`src/rtl/dmem_lane_arbiter_pkg.sv`:
```
// Shared constants and helpers for the multi-lane dmem arbiter.
// Arbitration mode encodings and the lane-id width helper.
package dmem_arb_pkg;

    localparam int ARB_RR    = 0;
    localparam int ARB_FIXED = 1;

    // Lane ids need at least one bit even when only one lane exists.
    function automatic int lane_id_w(input int num_lanes);
        return (num_lanes <= 1) ? 1 : $clog2(num_lanes);
    endfunction

endpackage

```
`src/rtl/dmem_lane_arbiter_if.sv`:
```
// Lane-side request/grant bus plus memory-side issue/return signals.
// The arbiter takes the slave view; the surrounding system takes the master view.
interface dmem_lane_arbiter_if #(
    parameter int NUM_LANES = 2,
    parameter int ADDR_W    = 12,
    parameter int DATA_W    = 32
) ();

    logic [NUM_LANES-1:0]        lane_req;
    logic [NUM_LANES-1:0]        lane_we;
    logic [NUM_LANES*ADDR_W-1:0] lane_addr;
    logic [NUM_LANES*DATA_W-1:0] lane_wdata;
    logic [NUM_LANES-1:0]        lane_gnt;
    logic [NUM_LANES-1:0]        lane_rvalid;
    logic [DATA_W-1:0]           lane_rdata;
    logic [ADDR_W-1:0]           address_dmem;
    logic [DATA_W-1:0]           data;
    logic                        wren;
    logic [DATA_W-1:0]           q_dmem;

    modport slave (
        input  lane_req, lane_we, lane_addr, lane_wdata, q_dmem,
        output lane_gnt, lane_rvalid, lane_rdata, address_dmem, data, wren
    );

    modport master (
        output lane_req, lane_we, lane_addr, lane_wdata, q_dmem,
        input  lane_gnt, lane_rvalid, lane_rdata, address_dmem, data, wren
    );

endinterface

```
`src/rtl/dmem_lane_arbiter_rr_grant.sv`:
```
// One-hot grant selection across lanes, round-robin or fixed priority.
// Holds the round-robin pointer; grant is combinational and gated off in reset.
module rr_grant
    import dmem_arb_pkg::*;
#(
    parameter int NUM_LANES = 2,
    parameter int ARB_MODE  = ARB_RR,
    localparam int LW       = lane_id_w(NUM_LANES)
) (
    input  logic                 clock,
    input  logic                 reset,
    input  logic [NUM_LANES-1:0] i_req,
    output logic [NUM_LANES-1:0] o_gnt,
    output logic [LW-1:0]        o_gnt_idx,
    output logic                 o_any
);

    logic [LW-1:0]               r_ptr;
    logic [NUM_LANES-1:0]        w_mask;
    logic [NUM_LANES-1:0]        w_req_hi;
    logic [NUM_LANES-1:0]        w_sel;
    logic [NUM_LANES-1:0]        w_pick;
    logic [NUM_LANES:0][LW-1:0]  w_idx_chain;

    assign w_idx_chain[0] = '0;

    generate
        for (genvar gi = 0; gi < NUM_LANES; gi++) begin : g_lane
            assign w_mask[gi]          = (LW'(gi) >= r_ptr);
            assign w_idx_chain[gi + 1] = w_idx_chain[gi] | (w_pick[gi] ? LW'(gi) : '0);
        end
    endgenerate

    // Lanes at or above the pointer are searched first; if none request, wrap to the lowest.
    assign w_req_hi = i_req & w_mask;
    assign w_sel    = (ARB_MODE == ARB_FIXED || w_req_hi == '0) ? i_req : w_req_hi;
    assign w_pick   = reset ? (w_sel & (~w_sel + NUM_LANES'(1))) : '0;

    assign o_gnt     = w_pick;
    assign o_gnt_idx = w_idx_chain[NUM_LANES];
    assign o_any     = |w_pick;

    always_ff @(posedge clock or negedge reset) begin
        if (!reset) begin
            r_ptr <= '0;
        end else if (ARB_MODE == ARB_RR && o_any) begin
            r_ptr <= (o_gnt_idx == LW'(NUM_LANES - 1)) ? '0 : o_gnt_idx + LW'(1);
        end
    end

endmodule

```
`src/rtl/dmem_lane_arbiter.sv`:
```
// Shares one single-ported dmem between NUM_LANES issue lanes: grant, registered
// issue stage, and an in-order return pipeline that steers load data to its lane.
module dmem_lane_arbiter
    import dmem_arb_pkg::*;
#(
    parameter int NUM_LANES = 2,
    parameter int ADDR_W    = 12,
    parameter int DATA_W    = 32,
    parameter int READ_LAT  = 1,
    parameter int ARB_MODE  = ARB_RR
) (
    input logic                 clock,
    input logic                 reset,
    dmem_lane_arbiter_if.slave  bus
);

    localparam int LW = lane_id_w(NUM_LANES);

    logic [NUM_LANES-1:0]             w_gnt;
    logic [LW-1:0]                    w_gnt_idx;
    logic                             w_any;
    logic [NUM_LANES:0][ADDR_W-1:0]   w_addr_chain;
    logic [NUM_LANES:0][DATA_W-1:0]   w_wdata_chain;
    logic [NUM_LANES:0]               w_we_chain;
    logic                             w_we_sel;
    logic                             w_load;

    logic [ADDR_W-1:0]                r_addr;
    logic [DATA_W-1:0]                r_data;
    logic                             r_wren;
    logic [READ_LAT-1:0]              r_pv;
    logic [READ_LAT-1:0][LW-1:0]      r_pid;
    logic [NUM_LANES-1:0]             r_rvalid;
    logic [DATA_W-1:0]                r_rdata;

    rr_grant #(
        .NUM_LANES (NUM_LANES),
        .ARB_MODE  (ARB_MODE)
    ) u_grant (
        .clock     (clock),
        .reset     (reset),
        .i_req     (bus.lane_req),
        .o_gnt     (w_gnt),
        .o_gnt_idx (w_gnt_idx),
        .o_any     (w_any)
    );

    assign w_addr_chain[0]  = '0;
    assign w_wdata_chain[0] = '0;
    assign w_we_chain[0]    = 1'b0;

    // Grant is one-hot, so an AND-OR chain selects the winning lane's fields.
    generate
        for (genvar gi = 0; gi < NUM_LANES; gi++) begin : g_mux
            assign w_addr_chain[gi + 1]  = w_addr_chain[gi]
                                         | (w_gnt[gi] ? bus.lane_addr[gi*ADDR_W +: ADDR_W] : '0);
            assign w_wdata_chain[gi + 1] = w_wdata_chain[gi]
                                         | (w_gnt[gi] ? bus.lane_wdata[gi*DATA_W +: DATA_W] : '0);
            assign w_we_chain[gi + 1]    = w_we_chain[gi] | (w_gnt[gi] & bus.lane_we[gi]);
        end
    endgenerate

    assign w_we_sel = w_we_chain[NUM_LANES];
    assign w_load   = w_any & ~w_we_sel;

    always_ff @(posedge clock or negedge reset) begin
        if (!reset) begin
            r_addr <= '0;
            r_data <= '0;
            r_wren <= 1'b0;
        end else begin
            r_wren <= w_any & w_we_sel;
            if (w_any) begin
                r_addr <= w_addr_chain[NUM_LANES];
                r_data <= w_wdata_chain[NUM_LANES];
            end
        end
    end

    // Stage READ_LAT-1 lines up with q_dmem becoming valid for that request.
    generate
        for (genvar gi = 0; gi < READ_LAT; gi++) begin : g_ret
            always_ff @(posedge clock or negedge reset) begin
                if (!reset) begin
                    r_pv[gi]  <= 1'b0;
                    r_pid[gi] <= '0;
                end else if (gi == 0) begin
                    r_pv[gi]  <= w_load;
                    r_pid[gi] <= w_gnt_idx;
                end else begin
                    r_pv[gi]  <= r_pv[(gi == 0) ? 0 : gi - 1];
                    r_pid[gi] <= r_pid[(gi == 0) ? 0 : gi - 1];
                end
            end
        end
    endgenerate

    always_ff @(posedge clock or negedge reset) begin
        if (!reset) begin
            r_rvalid <= '0;
            r_rdata  <= '0;
        end else begin
            r_rvalid <= r_pv[READ_LAT-1] ? (NUM_LANES'(1) << r_pid[READ_LAT-1]) : '0;
            if (r_pv[READ_LAT-1]) begin
                r_rdata <= bus.q_dmem;
            end
        end
    end

    assign bus.lane_gnt     = w_gnt;
    assign bus.lane_rvalid  = r_rvalid;
    assign bus.lane_rdata   = r_rdata;
    assign bus.address_dmem = r_addr;
    assign bus.data         = r_data;
    assign bus.wren         = r_wren;

endmodule
```
`src/flat_wrapper.sv`:
```
// flat-port wrapper written by rule: the top's interface ports become plain ports
module dmem_lane_arbiter_flat import dmem_arb_pkg::*;
#(
    parameter int NUM_LANES = 2,
    parameter int ADDR_W    = 12,
    parameter int DATA_W    = 32,
    parameter int READ_LAT  = 1,
    parameter int ARB_MODE  = ARB_RR
)
  (clock, reset, bus_lane_req, bus_lane_we, bus_lane_addr, bus_lane_wdata, bus_q_dmem, bus_lane_gnt, bus_lane_rvalid, bus_lane_rdata, bus_address_dmem, bus_data, bus_wren);
  dmem_lane_arbiter_if #(.NUM_LANES(NUM_LANES), .ADDR_W(ADDR_W), .DATA_W(DATA_W)) bus_i ();
  input logic clock;
  input logic reset;
  input wire logic [$bits(bus_i.lane_req)-1:0] bus_lane_req;
  input wire logic [$bits(bus_i.lane_we)-1:0] bus_lane_we;
  input wire logic [$bits(bus_i.lane_addr)-1:0] bus_lane_addr;
  input wire logic [$bits(bus_i.lane_wdata)-1:0] bus_lane_wdata;
  input wire logic [$bits(bus_i.q_dmem)-1:0] bus_q_dmem;
  output wire logic [$bits(bus_i.lane_gnt)-1:0] bus_lane_gnt;
  output wire logic [$bits(bus_i.lane_rvalid)-1:0] bus_lane_rvalid;
  output wire logic [$bits(bus_i.lane_rdata)-1:0] bus_lane_rdata;
  output wire logic [$bits(bus_i.address_dmem)-1:0] bus_address_dmem;
  output wire logic [$bits(bus_i.data)-1:0] bus_data;
  output wire logic [$bits(bus_i.wren)-1:0] bus_wren;
  assign bus_i.lane_req = bus_lane_req;
  assign bus_i.lane_we = bus_lane_we;
  assign bus_i.lane_addr = bus_lane_addr;
  assign bus_i.lane_wdata = bus_lane_wdata;
  assign bus_i.q_dmem = bus_q_dmem;
  assign bus_lane_gnt = bus_i.lane_gnt;
  assign bus_lane_rvalid = bus_i.lane_rvalid;
  assign bus_lane_rdata = bus_i.lane_rdata;
  assign bus_address_dmem = bus_i.address_dmem;
  assign bus_data = bus_i.data;
  assign bus_wren = bus_i.wren;
  dmem_lane_arbiter #(.NUM_LANES(NUM_LANES), .ADDR_W(ADDR_W), .DATA_W(DATA_W), .READ_LAT(READ_LAT), .ARB_MODE(ARB_MODE)) u_core (.clock(clock), .reset(reset), .bus(bus_i));
endmodule
```
`config.mk`:
```
export PLATFORM = sky130hd
export DESIGN_NAME = dmem_lane_arbiter_flat
export DESIGN_NICKNAME = d
export VERILOG_FILES = /design/src/rtl/dmem_lane_arbiter_pkg.sv /design/src/rtl/dmem_lane_arbiter_if.sv /design/src/rtl/dmem_lane_arbiter_rr_grant.sv /design/src/rtl/dmem_lane_arbiter.sv /design/src/flat_wrapper.sv
export SDC_FILE = /design/constraint.sdc
export NUM_CORES = 1
export LEC_CHECK = 0
export ABC_AREA = 1
export CAP_MARGIN = 30
export CORE_UTILIZATION = 39
export CTS_CLUSTER_SIZE = 40
export DETAILED_ROUTE_END_ITERATION = 8
export PLACE_DENSITY_LB_ADDON = 0.1
export RECOVER_POWER = 100
export SLEW_MARGIN = 20
export SYNTH_ARGS = -nofsm -noshare
export SYNTH_HDL_FRONTEND = slang
export SYNTH_SLANG_ARGS = --single-unit
```
`constraint.sdc`:
```
create_clock -name clock -period 1.4 [get_ports clock]
set_input_delay 0.21 -clock clock [delete_from_list [all_inputs] [get_ports clock]]
set_output_delay 0.21 -clock clock [all_outputs]
set_load 0.01 [all_outputs]
```
; Yosys cells after proc, flatten, opt, wreduce, memory -nomap -nowiden
; Index checks and enable logic that the tools add are counted.
[word_totals]
regBits = 82
latchBits = 0
mem_bits_rw = 0
romBits = 0
inputBits = 126
out_inout_bits = 81
word_cells = 35
mem_count = 0
[op_classes]
addsub = 2
mul = 0
n_div = 0
n_lt_le_gt_ge = 2
eq_ne = 0
n_shift = 1
n_mux = 9
bitwise = 11
reduce_logical = 2
[ops]
columns = operator, count
row1 = 32-bit two-way mux, 2
row2 = 32-bit OR, 1
row3 = 12-bit two-way mux, 2
row4 = 12-bit OR, 1
row5 = 2-bit two-way mux, 3
row6 = 1-bit AND, 4
row7 = 2-bit AND, 2
row8 = "2-bit by 1-bit adder with 2-bit output, second input constant", 1
row9 = "1-bit >= comparator, first input constant", 2
row10 = 2-bit logical NOT, 1
row11 = 1-bit two-way mux, 2
row12 = 2-bit inverter, 1
row13 = 2-bit OR reduction, 1
row14 = "1-bit by 1-bit << shifter with 2-bit output, first input constant", 1
row15 = "1-bit adder, second input constant", 1
row16 = 1-bit inverter, 1
row17 = 1-bit OR, 1

; Depth between registers and ports, before layout
[depth]
ltp_word = 12
ltp_mapped = 6
depth_no_buf = 5

; Cells and area by module
; From an unflattened synthesis, not the netlist that was laid out.
[unflattened]
hier_cells = 487
area_unflattened_um2 = 3783.6
[by_module_without_submodules]
columns = module, n_inst, cells_each, area_each_um2, seq_area_each_um2
row1 = dmem_lane_arbiter, 1, 477, 3707.3, 2026.9
row2 = rr_grant, 1, 10, 76.3, 25.0

; Worst setup path after synthesis
; No wires, ideal clock.
[synth_timing]
path_kind = register to output
from = register u_core.u_grant.r_ptr
to = output port bus_lane_gnt[1]
arrival_ns = 1.012
required_time_ns = 1.190
path_slack_ns = 0.178
stages_incl_launch_ff = 6
path_buffers = 3
cell_sequence = dfrtp_1 > nand2_2 > buf_4 > buf_2 > a21oi_1 > buf_4
[synth_via]
elab_chain_cells = 8
elab_cells_between_ends = 9
classes_between = add/sub: 1 / order compare: 2 / mux: 2 / bitwise: 3 / reduce/logical: 1
[synth_rtl]
columns = item, line_no
row1 = "start, declared", dmem_lane_arbiter_rr_grant.sv:18  ; logic [LW-1:0] r_ptr;
row2 = "start signal, assigned", dmem_lane_arbiter_rr_grant.sv:47  ; r_ptr <= (o_gnt_idx == LW'(NUM_LANES - 1)) ? '0 : o_gnt_idx + LW'(1);
row3 = 1-bit >= comparator, dmem_lane_arbiter_rr_grant.sv:29  ; assign w_mask[gi] = (LW'(gi) >= r_ptr);
row4 = 2-bit AND *, dmem_lane_arbiter_rr_grant.sv:35  ; assign w_req_hi = i_req & w_mask;
row5 = 2-bit logical NOT, dmem_lane_arbiter_rr_grant.sv:36  ; assign w_sel = (ARB_MODE == ARB_FIXED || w_req_hi == '0) ? i_req : w_req_hi;
row6 = 2-bit two-way mux *, dmem_lane_arbiter_rr_grant.sv:36
row7 = 2-bit inverter, dmem_lane_arbiter_rr_grant.sv:37  ; assign w_pick = reset ? (w_sel & (~w_sel + NUM_LANES'(1))) : '0;
row8 = 2-bit by 1-bit adder with 2-bit output, dmem_lane_arbiter_rr_grant.sv:37
row9 = 2-bit AND *, dmem_lane_arbiter_rr_grant.sv:37
row10 = 2-bit two-way mux *, dmem_lane_arbiter_rr_grant.sv:37
row11 = "end, declared", flat_wrapper.sv:19  ; output wire logic [$bits(bus_i.lane_gnt)-1:0] bus_lane_gnt;
; Every way passes the cells marked *; elsewhere a longest branch is shown, timed or not.

; Worst setup path after layout
[layout_timing]
from = input port bus_lane_req[1]
to = output port bus_lane_gnt[1]
[layout_via]
elab_chain_cells = 7
[layout_rtl]
columns = item, line_no
row1 = "start, declared", flat_wrapper.sv:14  ; input wire logic [$bits(bus_i.lane_req)-1:0] bus_lane_req;
row2 = 2-bit AND, dmem_lane_arbiter_rr_grant.sv:35
row3 = 2-bit logical NOT, dmem_lane_arbiter_rr_grant.sv:36
row4 = 2-bit two-way mux *, dmem_lane_arbiter_rr_grant.sv:36
row5 = 2-bit inverter, dmem_lane_arbiter_rr_grant.sv:37
row6 = 2-bit by 1-bit adder with 2-bit output, dmem_lane_arbiter_rr_grant.sv:37
row7 = 2-bit AND *, dmem_lane_arbiter_rr_grant.sv:37
row8 = 2-bit two-way mux *, dmem_lane_arbiter_rr_grant.sv:37
; Marked as above.

==> results list <==
- After synthesis, the largest area contributor takes up a little over half of total cell area.
- After layout, the minimum clock period comes to 1.43 ns.
* Critical Path Fanout Max: 4
* Type of origin of the critical path: primary input
- Setup total negative slack: -0.0302 ns
* Leading register cell type out of synthesis: sky130_fd_sc_hd__dfrtp_1
- Maximum buffer depth of the clock tree: 2
* H-tree depth reported by CTS: 3
* Final number of max-transition violations: 0
* Number of maximum-capacitance violations: 0
- Portion of the post-synthesis area used by sequential elements: 53.5%
- The worst-case IR drop observed on VDD is between 0.5 and 0.6 mV.
- The initial utilization of the core area, before any placement, comes to 40.9%.
* Final clock period utilization by the worst path: 102%
* Post-layout instance area: about 6200 µm²
- Wire length reported by the detailed router: 12.2 mm
* Total standard cell area after synthesis: 3830 µm²
- The core region is around 9400 µm².
- STA puts the critical path data arrival time at roughly 1.2 ns.
* Final HPWL from detailed placement: approximately 8.4 mm
* Layout Nets: ~740
* Clock latency at the later pin of the worst-skew pair: 0.34 ns
- The tree is rooted in a sky130_fd_sc_hd__clkbuf_8.
- Global routing used a little under a quarter of the available tracks across all layers.
- The filler cells instantiated in the layout total approximately 850.
- Summing all placed instances gives a cell area of ~6100 µm².
- Final critical-path setup slack: -0.0302 ns
- The post-route netlist has a little over an eighth of its cells at a drive strength greater than 1.
* Crit path capture type: output port
- Data required time at the worst endpoint: roughly 1.2 ns
* Path type of the worst setup path: primary input to output port
* Clk slew on worst S/H paths: roughly 0.09 ns
- Share of synthesized registers carrying an async set or reset: 100%
* Count of flip-flops with a built-in enable after synthesis: 0
- Fmax: 699 MHz
- Yosys cell types: 14
* Violations in the final reports: setup timing
- The count of buffers added on input and output ports is approximately 210.
* Vertical die dimension: between 100 and 150 µm
- Remaining routing DRC violations: 0
- Worst rel slew slack: between 50 and 60%
- The run finished, with violations left.
- After detailed routing, the number of vias per cell comes to roughly 5.2.
- Power density over cell area: between 1000 and 1500 nW/µm²
- Vias in the first global route: 3,934
- Relative to the synthesized area, the layout overhead comes to 62.6%.
- 1st-pass router iterations: 4
- For this design the static power due to leakage is 3.01 nW.
- Measured in cells, the most critical reg-to-reg path has a length of 7.
- Overflow left after global routing: 0
- The worst hold path belongs to the class primary input to asynchronous set/reset pin.
- Number of DRC violations after detailed-routing iteration 0: ~170
- After synthesis, the mean cell area works out to ~9.3 µm².
* Cell count after synthesis: ~410
- Routability-driven placement finished with a final weighted congestion of between 0.7 and 0.8.
- After synthesis the netlist holds a flip-flop and latch count of just over 80.
- Top cells by instance count after synthesis: sky130_fd_sc_hd__nand3_1 (103), sky130_fd_sc_hd__nand2_1 (102), sky130_fd_sc_hd__dfrtp_1 (82)
- Number of antenna violations at the first check in global routing: 0
- Synth top area cells: sky130_fd_sc_hd__dfrtp_1 (54%), sky130_fd_sc_hd__nand3_1 (13%), sky130_fd_sc_hd__nand2_1 (10%)
* Unrepaired setup endpoints after global routing: true
- Total CTS buffers: 9
- At the pin with the least slew margin, the transition time is 0.645 ns.
- During I/O placement, the number of pins put on the boundary was approximately 210.
- Count of warnings emitted by yosys: 0
* Post-DR wirelength/cell: around 16 µm
* ANT nets after route: 0
- TritonCTS clock tree: done
- Final Hold Fails: 0
* Die Span X: slightly above 100 µm
- The repair_antennas step left the layout with diodes totalling 0.
* Via total after detailed routing: approximately 4,000
* Area of the die: 10,200 µm²
- Count leader, synth: sky130_fd_sc_hd__nand3_1
- On the final layout, the worst clock skew is approximately 0.0053 ns.
- Leading area contributor after synthesis: sky130_fd_sc_hd__dfrtp_1
* Nets in the synthesized netlist: 540
* Largest net degree at the start of global routing: between 100 and 150
- TritonCTS sink count: between 80 and 90
* Final setup violation count: 1
- Row count: 35
- The first global-routing pass estimated around 19 mm of wire.
==> registers in the layout (all words and copies together) (netlist names) <==
register                 count
u_core.bus.lane_rdata       32
u_core.r_pid                 1
u_core.bus.wren              1
u_core.r_pv                  1
u_core.u_grant.r_ptr         1
u_core.bus.address_dmem     12
u_core.bus.lane_rvalid       2
u_core.bus.data             32
==> final cells by class <==
class / instances / area (µm²) / share of cell area (%)
Timing Repair Buffer: 233 / 2280 / 36.5
Sequential cell: 82 / 2050 / 32.9
Multi-Input combinational cell: 286 / 1540 / 24.7
Tap cell: 129 / 161 / 2.59
Clock buffer: 10 / 138 / 2.21
Clock inverter: 6 / 48.8 / 0.782
Inverter: 5 / 18.8 / 0.301
==> report_power, final <==
group / internal [mW] / switching [mW] / leakage (nW)
clock network: 0.712 / 0.919 / 0.0859
registers: 2.75 / 0.215 / 1.02
logic: 1.02 / 0.983 / 1.91
total: 4.48 / 2.12 / 3.01
==> through the flow <==
step	util (%)	total power, mW	hold slack, ns	setup WS (ns)	std cells
finish	66.6	6.60	0.178	-0.0302	751
global route	66.6	6.98	0.229	-0.0690	751
CTS	65.8	6.61	-0.00914	-0.0596	748
detailed placement	64.6	5.26	0.234	-0.403	730
global placement	64.6	5.21	0.230	-0.369	730
floorplan	-	3.85	-0.0856	0.178	414
==> cells by family after synthesis <==
family,count (synthesis),synth area share [%]
AOI/OAI and AO/OA,1,0.130
buffers and inverters,46,6.98
DFF,82,53.5
and+or+nand+nor,285,39.4
==> layer usage <==
metal | vias to the layer above | GRT usage [%] | wire [µm]
met5 | - | 0 | 0
met4 | 0 | 8.81 | 241
met3 | 18 | 7.45 | 1140
met2 | 179 | 41.0 | 6010
met1 | 1870 | 27.9 | 4830
li1 | 1843 | - | -
==> what timing repair did <==
| item | in CTS | in global routing |
|---|---|---|
| cloned | 0 | 2 |
| hold buffers | 1 | 0 |
| endpoints found under the hold margin | 54 | 0 |
| resized for setup | 87 | 7 |
| pin swaps | 1 | 2 |
| setup endpoints to repair | 81 | 19 |
| setup buffers | 1 | 1 |
==> worst max-delay path: stages <==
cell and delay [ns]:
sky130_fd_sc_hd__clkdlybuf4s50_1 0.52, sky130_fd_sc_hd__nand2_2 0.09, sky130_fd_sc_hd__buf_6 0.14, sky130_fd_sc_hd__a21oi_4 0.11
sky130_fd_sc_hd__buf_2 0.14
==> cells in the final DEF, fill, tap and decap left out, types with 4 or more instances in the layout <==
cell                              count
sky130_fd_sc_hd__buf_4               12
sky130_fd_sc_hd__dfrtp_1             82
sky130_fd_sc_hd__dlygate4sd2_1       79
sky130_fd_sc_hd__inv_1                4
sky130_fd_sc_hd__buf_12               7
sky130_fd_sc_hd__nand4_1             45
sky130_fd_sc_hd__clkdlybuf4s50_1    123
sky130_fd_sc_hd__clkbuf_8            10
sky130_fd_sc_hd__nand3_2             31
sky130_fd_sc_hd__nand2_1            101
sky130_fd_sc_hd__nand3_1            103
==> worst paths after layout <==
kind	startpoint	endpoint	slack, ns
setup / recovery	bus_lane_req[1]	bus_lane_gnt[1]	-0.03
hold / removal	reset	u_core.bus.lane_rdata[13]$_DFFE_PN0P_	0.18
hold reg to reg	u_core.r_pid$_DFF_PN0_	u_core.bus.lane_rvalid[0]$_DFF_PN0_	0.44
min in group clock	bus_lane_req[0]	u_core.r_pid$_DFF_PN0_	0.27
setup reg to reg	u_core.u_grant.r_ptr$_DFFE_PN0P_	u_core.bus.data[25]$_DFFE_PN0P_	0.07
max in group asynchronous	reset	u_core.bus.address_dmem[2]$_DFFE_PN0P_	0.25
Power figures use the tool's default switching activity.
